### config.mk
export PLATFORM = sky130hd
export DESIGN_NAME = rt_cdc_tx_fifo
export DESIGN_NICKNAME = d
export VERILOG_FILES = /design/src/rtl/rt_cdc_tx_fifo.sv
export SDC_FILE = /design/constraint.sdc
export NUM_CORES = 1
export LEC_CHECK = 0
export ABC_AREA = 1
export BUFFER_PORTS_ARGS = -buffer_cell sky130_fd_sc_hd__buf_2
export CAP_MARGIN = 15
export CORE_MARGIN = 2
export CORE_UTILIZATION = 35
export DETAILED_ROUTE_END_ITERATION = 7
export GPL_TIMING_DRIVEN = 1
export PLACE_DENSITY_LB_ADDON = 0.15
export SLEW_MARGIN = 0
export SYNTH_ARGS = -nofsm -noshare
export SYNTH_HDL_FRONTEND = slang
export SYNTH_SLANG_ARGS = --single-unit
### constraint.sdc
create_clock -name rt_i_aclk -period 2.7 [get_ports rt_i_aclk]
set_clock_uncertainty 0.2 [all_clocks]
set_input_delay 0.27 -clock rt_i_aclk [delete_from_list [all_inputs] [get_ports rt_i_aclk]]
set_output_delay 0.27 -clock rt_i_aclk [all_outputs]
set_load 0.01 [all_outputs]
### src/rtl/rt_cdc_tx_fifo.sv
// rtl/rt_cdc_tx_fifo.sv - A-domain FIFO feeding a data-enable clock-crossing stage
module rt_cdc_tx_fifo #(
    parameter int DWIDTH = 8,
    parameter int AWIDTH = 4
) (
    input  logic              rt_i_aclk,
    input  logic              rt_i_rstn_aclk,
    input  logic              rt_i_flush_aclk,
    input  logic              rt_i_valid_aclk,
    input  logic [DWIDTH-1:0] rt_i_data_aclk,
    output logic              rt_o_ready_aclk,
    output logic [AWIDTH:0]   rt_o_level_aclk,
    output logic              rt_o_de_aclk,
    output logic [DWIDTH-1:0] rt_o_din_aclk,
    input  logic              rt_i_busy_aclk,
    output logic              rt_o_idle_aclk
);

    localparam int DEPTH = 1 << AWIDTH;

    typedef enum logic [1:0] {
        S_IDLE = 2'd0,
        S_SEND = 2'd1,
        S_HOLD = 2'd2
    } state_t;

    state_t            r_state;
    logic [AWIDTH:0]   r_wr_ptr;
    logic [AWIDTH:0]   r_rd_ptr;
    logic [DWIDTH-1:0] r_mem [DEPTH];
    logic              r_de;
    logic [DWIDTH-1:0] r_din;

    logic              w_full;
    logic              w_empty;
    logic              w_push;
    logic              w_pop;
    logic [AWIDTH:0]   w_level;
    logic [DWIDTH-1:0] w_head;

    // Extra pointer MSB distinguishes full from empty when the low bits match.
    assign w_full  = (r_wr_ptr[AWIDTH] != r_rd_ptr[AWIDTH]) &&
                     (r_wr_ptr[AWIDTH-1:0] == r_rd_ptr[AWIDTH-1:0]);
    assign w_empty = (r_wr_ptr == r_rd_ptr);
    assign w_level = r_wr_ptr - r_rd_ptr;
    assign w_head  = r_mem[r_rd_ptr[AWIDTH-1:0]];

    // Flush blocks both sides: no accept and no pop on the clearing edge.
    assign w_push  = rt_i_valid_aclk & rt_o_ready_aclk;
    assign w_pop   = (r_state == S_IDLE) & ~w_empty & ~rt_i_busy_aclk & ~rt_i_flush_aclk;

    assign rt_o_ready_aclk = ~w_full & ~rt_i_flush_aclk;
    assign rt_o_level_aclk = w_level;
    assign rt_o_de_aclk    = r_de;
    assign rt_o_din_aclk   = r_din;
    assign rt_o_idle_aclk  = (w_level == '0) & (r_state == S_IDLE) & ~rt_i_busy_aclk;

    // Storage array: written on accepted pushes, no reset needed.
    always_ff @(posedge rt_i_aclk) begin
        if (w_push) begin
            r_mem[r_wr_ptr[AWIDTH-1:0]] <= rt_i_data_aclk;
        end
    end

    // Write/read pointers; flush clears both regardless of push/pop requests.
    always_ff @(posedge rt_i_aclk or negedge rt_i_rstn_aclk) begin
        if (!rt_i_rstn_aclk) begin
            r_wr_ptr <= '0;
            r_rd_ptr <= '0;
        end else if (rt_i_flush_aclk) begin
            r_wr_ptr <= '0;
            r_rd_ptr <= '0;
        end else begin
            if (w_push) r_wr_ptr <= r_wr_ptr + 1'b1;
            if (w_pop)  r_rd_ptr <= r_rd_ptr + 1'b1;
        end
    end

    // Strobe sequencer: one de pulse, then wait for the crossing to go idle.
    always_ff @(posedge rt_i_aclk or negedge rt_i_rstn_aclk) begin
        if (!rt_i_rstn_aclk) begin
            r_state <= S_IDLE;
            r_de    <= 1'b0;
            r_din   <= '0;
        end else begin
            case (r_state)
                S_IDLE: begin
                    if (w_pop) begin
                        r_de    <= 1'b1;
                        r_din   <= w_head;
                        r_state <= S_SEND;
                    end else begin
                        r_de    <= 1'b0;
                    end
                end
                S_SEND: begin
                    // Crossing raises busy the cycle after it sees de.
                    r_de    <= 1'b0;
                    r_state <= S_HOLD;
                end
                S_HOLD: begin
                    r_de <= 1'b0;
                    if (!rt_i_busy_aclk) begin
                        r_state <= S_IDLE;
                    end
                end
                default: begin
                    r_de    <= 1'b0;
                    r_state <= S_IDLE;
                end
            endcase
        end
    end

endmodule

Yosys cells after proc, flatten, opt, wreduce, memory -nomap -nowiden
Memory sizes are Yosys's and may differ from the RTL's. A register that Yosys moved wholly into a read port is not among the register bits.
Index checks and enable logic that the tools add are counted.
{"block": "word_totals", "reg_bits": 13, "latchBits": 0, "ram_bits": 128, "romBits": 0, "input_bits": 13, "out_inout_bits": 16, "elab_cells": 45, "mem_count": 1}
{"block": "classes", "add_sub_neg": 3, "n_mul": 0, "div_mod_pow": 0, "n_lt_le_gt_ge": 0, "eq_ne": 7, "shifts": 0, "mux": 11, "bitwise_logic": 11, "reduce_logical": 8}
{"name": "r_mem", "words": 16, "width": 8, "rd": 1, "rd_clocked_by_memory_dff": 1, "wr": 1, "line": "30", "text": "logic [DWIDTH-1:0] r_mem [DEPTH];"}
{"cell": "2-to-1 mux 5 bit", "count": 4}
{"cell": "adder 5 x 1 -> 5 bit, second input constant", "count": 2}
{"cell": "AND 1 bit", "count": 7}
{"cell": "one-hot mux 2 bit (3 select lines)", "count": 1}
{"cell": "== test 5 bit", "count": 1}
{"cell": "logical NOT 5 bit", "count": 1}
{"cell": "subtractor 5 bit", "count": 1}
{"cell": "== test 4 bit", "count": 1}
{"cell": "2-to-1 mux 1 bit", "count": 4}
{"cell": "2-to-1 mux 2 bit", "count": 2}
{"cell": "inequality test 2 bit, second input constant", "count": 2}
{"cell": "NOT 1 bit", "count": 4}
{"cell": "AND reduction 2 bit", "count": 2}
{"cell": "nonzero test 2 bit", "count": 2}
{"cell": "== test 2 x 1 -> 1 bit, second input constant", "count": 1}
{"cell": "== test 2 bit, second input constant", "count": 1}
{"cell": "logical NOT 2 bit", "count": 1}
{"cell": "logical AND 1 bit", "count": 1}
{"cell": "logical NOT 1 bit", "count": 1}
{"cell": "inequality test 1 bit", "count": 1}

Longest topological paths before layout
Gate-level depths: netlist of the first run.
{"block": "logic_depth", "word_depth": 7, "depth_mapped": 12, "mapped_depth_nobuf": 10}

Worst setup path before layout of the first run
No wires, ideal clock.
{"block": "synth_timing", "path_kind": "register to register", "start": "reg r_rd_ptr[3]", "end": "mem r_mem[0][0] (enable)", "setup_time_ns": 0.370, "arrival_ns": 1.914, "t_required_ns": 2.130, "path_slack_ns": 0.216, "stages_incl_launch_ff": 11, "path_buffers": 1, "synth_period_minus_slack_ns": 2.484, "cell_sequence": "dfrtp_1 > inv_1 > clkbuf_1 > ha_1 > nand2_1 > nor2_4 > nand2_1 > nand3_2 > inv_2 > nand2_1 > nor2_1"}
{"block": "synth_between", "elab_chain_len": 7}
{"element": "from (decl)", "line": "29", "text": "logic [AWIDTH:0] r_rd_ptr;"}
{"element": "from (signal assigned)", "line": "75", "text": "if (w_pop) r_rd_ptr <= r_rd_ptr + 1'b1;"}
{"element": "== test 4 bit", "line": "43", "text": "(r_wr_ptr[AWIDTH-1:0] == r_rd_ptr[AWIDTH-1:0]);"}
{"element": "logical AND 1 bit", "line": "42", "text": "assign w_full = (r_wr_ptr[AWIDTH] != r_rd_ptr[AWIDTH]) &&"}
{"element": "NOT 1 bit", "line": "52", "text": "assign rt_o_ready_aclk = ~w_full & ~rt_i_flush_aclk;"}
{"element": "AND 1 bit", "line": "52"}
{"element": "AND 1 bit", "line": "49", "text": "assign w_push = rt_i_valid_aclk & rt_o_ready_aclk;"}
{"element": "2-to-1 mux 1 bit", "line": "60", "text": "if (w_push) begin"}
{"element": "2-to-1 mux 1 bit (not written as such)", "line": "61", "text": "r_mem[r_wr_ptr[AWIDTH-1:0]] <= rt_i_data_aclk;"}
{"element": "to (decl)", "line": "30"}
Every way passes these cells.

Worst setup path in the final report of the first run
{"block": "layout_timing", "start": "reg r_wr_ptr[0]", "end": "out rt_o_idle_aclk"}
{"block": "layout_between", "elab_chain_len": 4}
{"element": "from (decl)", "line": "28", "text": "logic [AWIDTH:0] r_wr_ptr;"}
{"element": "from (signal assigned)", "line": "74", "text": "if (w_push) r_wr_ptr <= r_wr_ptr + 1'b1;"}
{"element": "subtractor 5 bit", "line": "45", "text": "assign w_level = r_wr_ptr - r_rd_ptr;"}
{"element": "logical NOT 5 bit", "line": "56", "text": "assign rt_o_idle_aclk = (w_level == '0) & (r_state == S_IDLE) & ~rt_i_busy_aclk;"}
{"element": "AND 1 bit (2 in a row)", "line": "56"}
{"element": "to (decl)", "line": "16", "text": "output logic rt_o_idle_aclk"}
Every way passes these cells.

==> results.env, run 1 <==
STATUS='finished, final reports clean'
DRT-TOTAL-WL_UM=16530
GR-USAGE-ALL-LAYERS_PCT=17.20
WORST_SETUP_HOLD_PATH_CLK_SLEW_PS=60
TIMING.SLEW.HEADROOM_PCT=53.36
NUM_ANTENNA_CELLS=0
CRIT_BUF_INV=4
PEAKVDDDROP_mV=0.4126
CELLPOWERDENSITY_mW_PER_MM2=815.3
CELL_VARIETY_AFTER_SYNTH=30
SETUP.WORST_PATH.END_CLASS='primary output'
GLOBAL_ROUTE.OVERFLOW_TOTAL=0
WIRE_LENGTH_OF_THE_FIRST_GLOBAL_ROUTING_PASS_UM=25320
DIE_AREA_SQ_MM=0.02016
POST_DRT_VIA_CELL_RATIO=4.762
SYNTHCELLS=651
CRIT-REG2REG-LAUNCH='r_wr_ptr[2]'
SETUP.WORST_PATH.CLASS='reg -> out'
POSTSYNTHNETCOUNT=674
NUM_VIAS=4529
CRITPATHREQUIREDTIME_PS=2230
CLK-INSERTION-DELAY-LATE_PS=420
LAYOUT_MIN_CYCLE_TIME_PS=2567
YOSYS_WARNINGS=0
ROOT_DRIVER='sky130_fd_sc_hd__clkbuf_16'
FLOORPLAN.INITIALDENSITY_PCT=35.63
CLOCK_TREE.HTREE_LEVEL_COUNT=4
POSTSYNTHREGISTERBITS=149
GRT_ANTENNA_BEFORE_REPAIR=0
POST_SYNTH_MAIN_AREA_CONTRIBUTORS='sky130_fd_sc_hd__edfxtp_1 (58%), sky130_fd_sc_hd__nand2_1 (13%), sky130_fd_sc_hd__dfrtp_1 (7.9%), sky130_fd_sc_hd__nand3_1 (5.9%), sky130_fd_sc_hd__inv_1 (4.3%)'
WORST_SETUP_PATH_START_KIND='register'
ROUTED.TOP_LAYER='met4'
FINAL-SEQ-AREA_SQ_MM=0.004370
FP-ROW-COUNT=50
ROUTE.DETAILED.DRC=0
PATH_CELLS='inv_2, ha_1, inv_1, fa_2, inv_1, nand2_1, nor2_1, nand4_1, nor2_1, buf_2'
ROUTED_WIRE_LENGTH_PER_INSTANCE_UM=17.38
AREA_GROWTH_PCT=17.42
CPMAXSTAGEDELAYCELL='sky130_fd_sc_hd__fa_2'
WIRELENGTH_MET1_UM=7926
FIN_UTIL_PCT=41.83
SETUP_VIOLATIONS=0
SYNTH_AREA_SQ_MM=0.006664
REGISTER_AREA_SHARE_AFTER_SYNTHESIS_PCT=65.57
CTS_TREE='yes'
IOPINCOUNT=29
SYNTHESIS.AREA_PER_INSTANCE_SQ_UM=10.24
MAX_FREQ_GHz=0.3896
SYNTHDOMINANTAREACELLTYPE='sky130_fd_sc_hd__edfxtp_1'
LAYOUT_COMMON_CELLS='sky130_fd_sc_hd__nand2_1 (239), sky130_fd_sc_hd__edfxtp_1 (128), sky130_fd_sc_hd__nand3_1 (78)'
GRT_MAX_DEGREE=67
MOSTFREQUENTLAYOUTCELL='sky130_fd_sc_hd__nand2_1'
GRT_SETUP_UNREPAIRED='false'
TOTAL_LEAKAGE_POWER_nW=3.385
DRT_PRE_ANTENNA_ITERS=5
CRITICAL_PATH.STARTPOINT='r_wr_ptr[0]'
PLACE_CONGESTION=0.8764
CP_MAX_FO=4
DETAILROUTE.WIRELENGTH.MET3_UM=635
WORST-ENDPOINT-ARRIVAL_PS=2100
CTS_BUFFERS=17
FINAL_ANTENNA_NET_COUNT=0
NUMCLOCKSINKS=149
CTS_BUFFER_DEPTH=2
DIE_HEIGHT_UM=142.0
DIE_W_UM=142.0
FILLCELLCOUNT=1798
DETAILED_PLACE_HPWL_UM=10810
DETAILEDROUTE.FIRSTITERATIONVIOLATIONS=371
FIN_NETS=727
POST_ROUTE_CELLS_DRIVE_ABOVE_1_SHARE_PCT=16.32
HOLDCRITSTARTPOINT='rt_i_valid_aclk'
PORT_BUFFERS=28
SHARE_OF_THE_CLOCK_PERIOD_USED_BY_THE_WORST_PATH_AFTER_LAYOUT_PCT=95.07
MULTI_INPUT_COMB_AREA_SQ_MM=0.001828
WORST_PATH_DOMINANT_CELL_FAMILY='adder cells'
DR_WL_MET2_UM=7626
WORST-SLEW-PIN-TRANSITION_PS=699.7
YOSYS.AREA.TOP_TYPE_SHARE_PCT=57.68
PLACEABLECOREAREA_SQ_MM=0.01871
TIMING.SETUP.TNS_PS=0
NUMBER_OF_ENDPOINTS_WITH_NEGATIVE_HOLD_SLACK_IN_THE_FINAL_REPORT=0
TIMING.FINAL.MAX_SLEW_VIOLATIONS=0
TIMING.HOLD.WORST.CLASS='in -> reg'
GRT_PASS1_VIAS=4475
MAX-CAP-VIOLATIONS=0
CPPEAKSTAGEDELAY_PS=440
[synth_stat cells]
cell type	n
sky130_fd_sc_hd__nand2_1	239
sky130_fd_sc_hd__edfxtp_1	128
sky130_fd_sc_hd__nand3_1	79
sky130_fd_sc_hd__inv_1	77
sky130_fd_sc_hd__nor2_1	22
sky130_fd_sc_hd__dfrtp_1	21
sky130_fd_sc_hd__buf_2	10
sky130_fd_sc_hd__buf_4	10
sky130_fd_sc_hd__ha_1	9
sky130_fd_sc_hd__o21ai_0	9
sky130_fd_sc_hd__a21oi_2	8
sky130_fd_sc_hd__nor2_2	8
sky130_fd_sc_hd__inv_2	4
sky130_fd_sc_hd__a21oi_1	3
sky130_fd_sc_hd__clkinv_1	3
sky130_fd_sc_hd__xor2_1	3
sky130_fd_sc_hd__clkbuf_1	2
sky130_fd_sc_hd__nand2_2	2
sky130_fd_sc_hd__nand3_2	2
sky130_fd_sc_hd__nand4_1	2
sky130_fd_sc_hd__buf_6	1
sky130_fd_sc_hd__buf_8	1
sky130_fd_sc_hd__fa_1	1
sky130_fd_sc_hd__nand3_4	1
sky130_fd_sc_hd__nor2_4	1
sky130_fd_sc_hd__nor3_1	1
sky130_fd_sc_hd__o21a_1	1
sky130_fd_sc_hd__o21ai_1	1
sky130_fd_sc_hd__o22ai_1	1
sky130_fd_sc_hd__xnor2_1	1
[timing repair]
| item | in CTS | in global routing |
|---|---|---|
| hold endpoints to repair | 22 | 0 |
| setup endpoints to repair | 1 | 1 |
| hold buffers | 2 | 0 |
| buffers inserted | 1 | 2 |
| gates resized for setup | 1 | 2 |
[kinds of logic (layout without fill, tap and decap cells)]
family / Yosys count / in the layout / share of synthesized area [%]
xor+xnor: 4 / 4 / 0.5258
fa+ha+maj: 10 / 10 / 1.990
flops: 149 / 149 / 65.57
compound gates: 23 / 23 / 2.234
buf+inv: 108 / 174 / 7.116
simple gates: 357 / 357 / 22.57
[final timing paths]
| kind | endpoint | slack [ps] | cells after the start |
|---|---|---|---|
| setup / recovery | rt_o_idle_aclk | 130 | 10 |
| hold / removal | r_wr_ptr[0] | 80 | 4 |
| setup reg to reg | r_mem[5][6] | 320 | 9 |
| hold reg to reg | r_state[1] | 280 | 1 |
| max in group asynchronous | r_rd_ptr[0] | 1730 | 2 |
| min in group asynchronous | r_wr_ptr[4] | 170 | 2 |
[per-layer routing]
metal | track usage [%] | vias up
met5 | 0 | -
met2 | 26.85 | 99
met1 | 24.06 | 2196
li1 | - | 2216
met3 | 3.264 | 18
met4 | 6.211 | 0
[per-stage QoR]
step	power, mW	hold WS, ps	cells	setup slack (ps)	cell area (sq um)
4_1_cts	6.450	54.30	949	44.61	7802
2_1_floorplan	3.512	-225.6	651	216.3	6664
5_1_grt	6.686	103.0	951	17.13	7825
3_5_place_dp	3.909	92.45	914	333.1	7139
3_3_place_gp	3.905	93.86	914	377.8	7139
6_report	6.380	84.21	951	133.1	7825
[sequential cells by signal (all words and copies together), names as in the netlist]
register / cells
r_mem: 128
r_rd_ptr: 5
r_state: 2
r_wr_ptr: 5
rt_o_de_aclk: 1
rt_o_din_aclk: 8
[worst min-delay path, cell delays in order]
cell and delay (ps):
sky130_fd_sc_hd__buf_2 90, sky130_fd_sc_hd__nand3_2 120, sky130_fd_sc_hd__nand2_1 110, sky130_fd_sc_hd__o21ai_0 70
[cell type report]
class | count | share of cell area (%)
Timing Repair Buffer | 58 | 4.893
Multi-Input combinational cell | 394 | 23.36
Clock buffer | 17 | 5.437
Inverter | 84 | 4.029
Tap cell | 234 | 3.742
Clock inverter | 15 | 2.686
Sequential cell | 149 | 55.85
[power by group]
group / total, mW / switching, mW / internal, mW
combinational: 1.22 / 0.832 / 0.385
clock: 2.52 / 0.896 / 1.63
sequential: 2.64 / 0.0453 / 2.59
total: 6.38 / 1.77 / 4.61
(Power assumes the default switching activity.)
==> run 2, diff against run 1 <==
- MAX_ROUTING_LAYER: default -> met4
==> results.env, run 2 (same netlist as run 1, synthesis figures left out) <==
STATUS='finished, final reports clean'  # unchanged
GRT_MAX_DEGREE=67  # unchanged
NUMBER_OF_ENDPOINTS_WITH_NEGATIVE_HOLD_SLACK_IN_THE_FINAL_REPORT=0  # unchanged
CRIT-REG2REG-LAUNCH='r_wr_ptr[2]'  # unchanged
LAYOUT_MIN_CYCLE_TIME_PS=2568  # was 2567 ps
P_TOTAL_mW=6.381  # was 6.380 mW
NUMCLOCKSINKS=149  # unchanged
FP-ROW-COUNT=50  # unchanged
DETAILED_PLACE_HPWL_UM=10810  # unchanged
LARGEST_REGISTER_FF_COUNT=128  # unchanged
TIMING.FINAL.MAX_SLEW_VIOLATIONS=0  # unchanged
ROOT_DRIVER='sky130_fd_sc_hd__clkbuf_16'  # unchanged
DIE_AREA_SQ_MM=0.02016  # unchanged
TIMING.HOLD.WORST.CLASS='in -> reg'  # unchanged
POWER.COMBINATIONAL.FRACTION_PCT=19.1  # about the same
FIN_NETS=727  # unchanged
SETUP_VIOLATIONS=0  # unchanged
GRT_PASS1_VIAS=4480  # was 4475
PLACEABLECOREAREA_SQ_MM=0.01871  # unchanged
AREA_GROWTH_PCT=17.42  # unchanged
GR-USAGE-ALL-LAYERS_PCT=17.67  # was 17.20%
CLOCK_TREE.HTREE_LEVEL_COUNT=4  # unchanged
LAYOUT_COMMON_CELLS='sky130_fd_sc_hd__nand2_1 (239), sky130_fd_sc_hd__edfxtp_1 (128), sky130_fd_sc_hd__nand3_1 (78)'  # unchanged
NUM_ANTENNA_CELLS=0  # unchanged
POWER.SWITCHING_mW=1.775  # was 1.773 mW
GRT_SETUP_UNREPAIRED='false'  # unchanged
SHARE_SEQ_OF_TOTAL_POWER_PCT=41.4  # about the same
CLK-INSERTION-DELAY-LATE_PS=420  # about the same
MAX_FREQ_GHz=0.3893  # was 0.3896 GHz
CRITICAL_PATH.STARTPOINT='r_wr_ptr[0]'  # unchanged
ROUTE.DETAILED.DRC=0  # unchanged
FIN_UTIL_PCT=41.83  # unchanged
CTS_BUFFER_DEPTH=2  # unchanged
DETAILEDROUTE.FIRSTITERATIONVIOLATIONS=384  # was 371
FLOORPLAN.INITIALDENSITY_PCT=35.63  # unchanged
CP_MAX_FO=4  # unchanged
POST_ROUTE_CELLS_DRIVE_ABOVE_1_SHARE_PCT=16.32  # unchanged
PEAKVDDDROP_mV=0.4119  # was 0.4126 mV
SETUP.WORST_PATH.CLASS='reg -> out'  # unchanged
DRT-TOTAL-WL_UM=16470  # was 16530 um
WORST-SLEW-PIN-TRANSITION_PS=694.1  # was 699.7 ps
TIMING.SETUP.TNS_PS=0  # unchanged
TIMING.SLEW.HEADROOM_PCT=53.73  # was 53.36%
FILLCELLCOUNT=1798  # unchanged
POST_DRT_VIA_CELL_RATIO=4.753  # was 4.762
DRT_PRE_ANTENNA_ITERS=6  # was 5
SWSHARE_PCT=27.81  # was 27.80%
WORST_SETUP_HOLD_PATH_CLK_SLEW_PS=60  # about the same
NUM_VIAS=4520  # was 4529
DIE_W_UM=142.0  # unchanged
HOLDCRITSTARTPOINT='rt_i_valid_aclk'  # unchanged
SETUP.WORST_PATH.END_CLASS='primary output'  # unchanged
GRT_ANTENNA_BEFORE_REPAIR=0  # unchanged
PORT_BUFFERS=28  # unchanged
PLACE_CONGESTION=0.8909  # was 0.8764
MULTI_INPUT_COMB_AREA_SQ_MM=0.001828  # unchanged
ROUTED_WIRE_LENGTH_PER_INSTANCE_UM=17.32  # was 17.38 um
CTS_TREE='yes'  # unchanged
WORST-ENDPOINT-ARRIVAL_PS=2100  # about the same
CTS_BUFFERS=17  # unchanged
WORST_SETUP_PATH_START_KIND='register'  # unchanged
CELLPOWERDENSITY_mW_PER_MM2=815.5  # was 815.3 mW/mm^2
FINAL_ANTENNA_NET_COUNT=0  # unchanged
POWER.SHARE.CLOCK_PCT=39.6  # about the same
FINAL-SEQ-AREA_SQ_MM=0.004370  # unchanged
DIE_HEIGHT_UM=142.0  # unchanged
TOTAL_LEAKAGE_POWER_nW=3.385  # unchanged
MOSTFREQUENTLAYOUTCELL='sky130_fd_sc_hd__nand2_1'  # unchanged
WIRE_LENGTH_OF_THE_FIRST_GLOBAL_ROUTING_PASS_UM=25270  # was 25320 um
IOPINCOUNT=29  # unchanged
GLOBAL_ROUTE.OVERFLOW_TOTAL=0  # unchanged
CRITPATHREQUIREDTIME_PS=2230  # about the same
MAX-CAP-VIOLATIONS=0  # unchanged
CELLINTERNALPOWER_mW=4.606  # was 4.607 mW
SHARE_OF_THE_CLOCK_PERIOD_USED_BY_THE_WORST_PATH_AFTER_LAYOUT_PCT=95.13  # was 95.07%
==> run 2: path summary, 6_finish.rpt <==
check,end,slack (ps),cells past startpoint
max,rt_o_idle_aclk,130,10
min,r_wr_ptr[0],80,4
max reg2reg,r_mem[10][6],330,9
min reg2reg,r_state[1],280,1
max in group asynchronous,r_rd_ptr[0],1740,2
min in group asynchronous,r_wr_ptr[4],170,2
==> run 2: metrics by stage <==
step           instances  hold WS, ps  cell area [sq um]  setup WS [ps]
2_1_floorplan        651       -225.6               6664          216.3
3_3_place_gp         914        93.86               7139          377.8
3_5_place_dp         914        92.45               7139          333.1
4_1_cts              949        54.30               7802          44.61
5_1_grt              951        104.9               7825          19.07
6_report             951        81.86               7825          131.6
==> run 2: critical path, stage by stage, from the launching register on <==
cell and delay (ps):
sky130_fd_sc_hd__dfrtp_1 360, sky130_fd_sc_hd__inv_2 70, sky130_fd_sc_hd__ha_1 210, sky130_fd_sc_hd__inv_1 80, sky130_fd_sc_hd__fa_2 440, sky130_fd_sc_hd__inv_1 60
sky130_fd_sc_hd__nand2_1 40, sky130_fd_sc_hd__nor2_1 90, sky130_fd_sc_hd__nand4_1 90, sky130_fd_sc_hd__nor2_1 110, sky130_fd_sc_hd__buf_2 130
==> run 2: area by class of cell <==
class,count,area share (%)
flip-flops and latches,149,55.85
multi-input cells,394,23.36
clock buffers,17,5.437
repair buffers,58,4.893
inverters,84,4.029
well taps,234,3.742
clock inverters,15,2.686
==> run 2: layer usage <==
layer	up-vias	GRT usage [%]	wire length, um
met4	0	6.368	357
met2	110	26.90	7531
met5	-	-	0
met3	22	3.062	625
met1	2170	23.95	7956
li1	2218	-	-
==> run 2: what timing repair did <==
item | 4_1_cts | 5_1_grt
setup buffers | 1 | 2
gates cloned | 0 | 0
hold buffers | 2 | 0
pin swaps | 0 | 0
endpoints found under the setup margin | 1 | 1
endpoints found under the hold margin | 22 | 0
resized for setup | 1 | 2
==> run 2: power groups by stage <==
stage | Combinational [mW] | Sequential (mW) | Clock (mW)
after floorplan | 0.801 | 2.71 | 0
after global placement | 1.22 | 2.68 | 0
after detailed placement | 1.22 | 2.69 | 0
after CTS | 1.23 | 2.64 | 2.58
after global routing | 1.37 | 2.65 | 2.67
final | 1.22 | 2.64 | 2.53
==> run 3, diff against run 2 <==
- clock period: 2.7 -> 2.5 ns (I/O delays scaled with it)
==> results.env, run 3 (same netlist as run 1, synthesis figures left out) <==
STATUS='finished, final reports clean'  # unchanged
POST_DRT_VIA_CELL_RATIO=4.795  # was 4.753
PEAKVDDDROP_mV=0.4098  # was 0.4119 mV
FINAL_ANTENNA_NET_COUNT=0  # unchanged
CLOCK_TREE.HTREE_LEVEL_COUNT=4  # unchanged
POWER.SWITCHING_mW=1.913  # was 1.775 mW
MOSTFREQUENTLAYOUTCELL='sky130_fd_sc_hd__nand2_1'  # unchanged
DIE_AREA_SQ_MM=0.02016  # unchanged
PRE_CTS_WS_PS=105.0  # was 333.1 ps
CELLPOWERDENSITY_mW_PER_MM2=860.4  # was 815.5 mW/mm^2
IOPINCOUNT=29  # unchanged
CTS_BUFFERS=17  # unchanged
WORST_CASE_HOLD_SLACK_PS=73.54  # was 81.86 ps
DETAILED_PLACE_HPWL_UM=10840  # was 10810 um
GRT_ANTENNA_BEFORE_REPAIR=0  # unchanged
LARGEST_REGISTER_FF_COUNT=128  # unchanged
AREA_GROWTH_PCT=18.04  # was 17.42%
SETUP_VIOLATIONS=0  # unchanged
TOTAL_LEAKAGE_POWER_nW=3.408  # was 3.385 nW
DRT-TOTAL-WL_UM=16500  # was 16470 um
GRT_SETUP_UNREPAIRED='true'  # was false
SETUP.WORST_PATH.CLASS='reg -> out'  # unchanged
GLOBAL_ROUTE.OVERFLOW_TOTAL=0  # unchanged
NUMCLOCKSINKS=149  # unchanged
PLACE_CONGESTION=0.8166  # was 0.8909
TIMING.SETUP.TNS_PS=0  # unchanged
REG_TO_REG_END='r_mem[5][6]'  # was r_mem[10][6]
POWER.SHARE.CLOCK_PCT=38.0  # was 39.6%
CP_MAX_FO=2  # was 4
MAX_FREQ_GHz=0.4098
DETAILEDROUTE.FIRSTITERATIONVIOLATIONS=373  # was 384
NUM_ANTENNA_CELLS=0  # unchanged
TIMING.SLEW.HEADROOM_PCT=63.88  # was 53.73%
GRT_MAX_DEGREE=67  # unchanged
CELLINTERNALPOWER_mW=4.855  # was 4.606 mW
POWER.COMBINATIONAL.FRACTION_PCT=19.9  # was 19.1%
CTS_TREE='yes'  # unchanged
CTS_BUFFER_DEPTH=2  # unchanged
WORST-ENDPOINT-ARRIVAL_PS=1990  # was 2100 ps
PORT_BUFFERS=28  # unchanged
GRT_PASS1_VIAS=4566  # was 4480
TIMING.HOLD.WORST.CLASS='in -> reg'  # unchanged
CLK-INSERTION-DELAY-LATE_PS=420  # about the same
P_TOTAL_mW=6.768  # was 6.381 mW
WORST-SLEW-PIN-TRANSITION_PS=539.9  # was 694.1 ps
CRIT-REG2REG-LAUNCH='r_wr_ptr[1]'  # was r_wr_ptr[2]
LAYOUT_COMMON_CELLS='sky130_fd_sc_hd__nand2_1 (238), sky130_fd_sc_hd__edfxtp_1 (128), sky130_fd_sc_hd__nand3_1 (78)'  # was sky130_fd_sc_hd__nand2_1 (239), sky130_fd_sc_hd__edfxtp_1 (128), sky130_fd_sc_hd__nand3_1 (78)
LAYOUT_MIN_CYCLE_TIME_PS=2440
NUM_VIAS=4584  # was 4520
PNR_WORST_SETUP_SLACK_PS=59.92  # was 131.6 ps
CRITICAL_PATH.STARTPOINT='r_wr_ptr[0]'  # unchanged
CRITPATHREQUIREDTIME_PS=2050  # was 2230 ps
NUMBER_OF_ENDPOINTS_WITH_NEGATIVE_HOLD_SLACK_IN_THE_FINAL_REPORT=0  # unchanged
FLOORPLAN.INITIALDENSITY_PCT=35.63  # unchanged
WIRE_LENGTH_OF_THE_FIRST_GLOBAL_ROUTING_PASS_UM=25860  # was 25270 um
GR-USAGE-ALL-LAYERS_PCT=17.86  # was 17.67%
ROUTE.DETAILED.DRC=0  # unchanged
ROOT_DRIVER='sky130_fd_sc_hd__clkbuf_16'  # unchanged
WORST_SETUP_PATH_START_KIND='register'  # unchanged
POST_ROUTE_CELLS_DRIVE_ABOVE_1_SHARE_PCT=17.73  # was 16.32%
MAX-CAP-VIOLATIONS=0  # unchanged
PLACEABLECOREAREA_SQ_MM=0.01871  # unchanged
WORST-R2R-SETUP-SLACK_PS=200  # was 330 ps
REG2REG_DEPTH=9  # unchanged
WORST_SETUP_HOLD_PATH_CLK_SLEW_PS=60  # about the same
DIE_W_UM=142.0  # unchanged
SHARE_OF_THE_CLOCK_PERIOD_USED_BY_THE_WORST_PATH_AFTER_LAYOUT_PCT=97.60
SHARE_SEQ_OF_TOTAL_POWER_PCT=42.2  # was 41.4%
TIMING.FINAL.MAX_SLEW_VIOLATIONS=0  # unchanged
DIE_HEIGHT_UM=142.0  # unchanged
FP-ROW-COUNT=50  # unchanged
DRT_PRE_ANTENNA_ITERS=5  # was 6
CRITPATHCAPTURE='rt_o_idle_aclk'  # unchanged
FIN_NETS=732  # was 727
ROUTED_WIRE_LENGTH_PER_INSTANCE_UM=17.25  # was 17.32 um
SWSHARE_PCT=28.27  # was 27.81%
SETUP.WORST_PATH.END_CLASS='primary output'  # unchanged
==> run 3: cell types whose count changed in the layout (fill, tap and decap cells not counted), sizes merged <==
| cell | change |
|---|---|
| clkinvlp | -2 |
| bufinv | -2 |
| buf | +5 |
| clkbuf | +5 |
| inv | -1 |
==> run 3: critical path, cell delays in order, from the launching register on <==
cell	delay, ps
sky130_fd_sc_hd__dfrtp_1	390
sky130_fd_sc_hd__inv_2	90
sky130_fd_sc_hd__ha_4	140
sky130_fd_sc_hd__inv_2	30
sky130_fd_sc_hd__fa_2	360
sky130_fd_sc_hd__xor2_2	160
sky130_fd_sc_hd__nor2_1	90
sky130_fd_sc_hd__nand4_1	80
sky130_fd_sc_hd__nor2_1	110
sky130_fd_sc_hd__buf_2	130
==> run 3: final cells by class <==
cell class / instances / area, sq um
Clock buffer: 22 / 464.2
Clock inverter: 10 / 131.4
Fill cell: 1792 / 10840
Inverter: 84 / 315.3
Multi-Input combinational cell: 394 / 1859
Sequential cell: 149 / 4370
Tap cell: 234 / 292.8
Timing Repair Buffer: 63 / 432.9
==> run 3: worst min-delay path by stage <==
stage	startpoint	end	slack, ps	depth (start not counted)
after floorplan	rt_i_rstn_aclk	r_rd_ptr[0]	-250	0
after global placement	rt_i_rstn_aclk	r_wr_ptr[1]	60	1
after detailed placement	rt_i_rstn_aclk	r_wr_ptr[1]	70	1
after CTS	rt_i_valid_aclk	r_wr_ptr[0]	60	4
after global routing	rt_i_valid_aclk	r_wr_ptr[0]	80	4
final	rt_i_valid_aclk	r_wr_ptr[0]	70	4
==> run 3: repair_timing <==
item / in CTS / in global routing
endpoints found under the hold margin: 22 / 0
pin swaps: 5 / 3
setup buffers: 4 / 1
endpoints found under the setup margin: 2 / 33
gates resized for setup: 8 / 7
hold buffers: 2 / 0
==> run 3: power groups by stage <==
stage               combinational (mW)  clock [mW]  sequential (mW)
CTS                               1.35        2.61             2.86
global placement                  1.31           0             2.90
floorplan                        0.865           0             2.93
finish                            1.34        2.57             2.85
detailed placement                1.31           0             2.91
global route                      1.52        2.72             2.87
==> run 3: layer usage <==
layer / wire length, um / share of wire (%) / up-vias / GRT usage [%]
met2: 7629 / 46 / 108 / 26.80
met1: 7775 / 47 / 2225 / 24.43
li1: - / - / 2226 / -
met5: 0 / 0 / - / -
met4: 387 / 2.3 / 0 / 6.474
met3: 703 / 4.3 / 25 / 3.230
==> run 3: stage by stage <==
step	cell area, sq um	std cells	utilization [%]
final	7866	956	42.05
after global routing	7866	956	42.05
after CTS	7843	955	41.93
after detailed placement	7162	917	38.29
after global placement	7162	917	38.29
after floorplan	6664	651	-
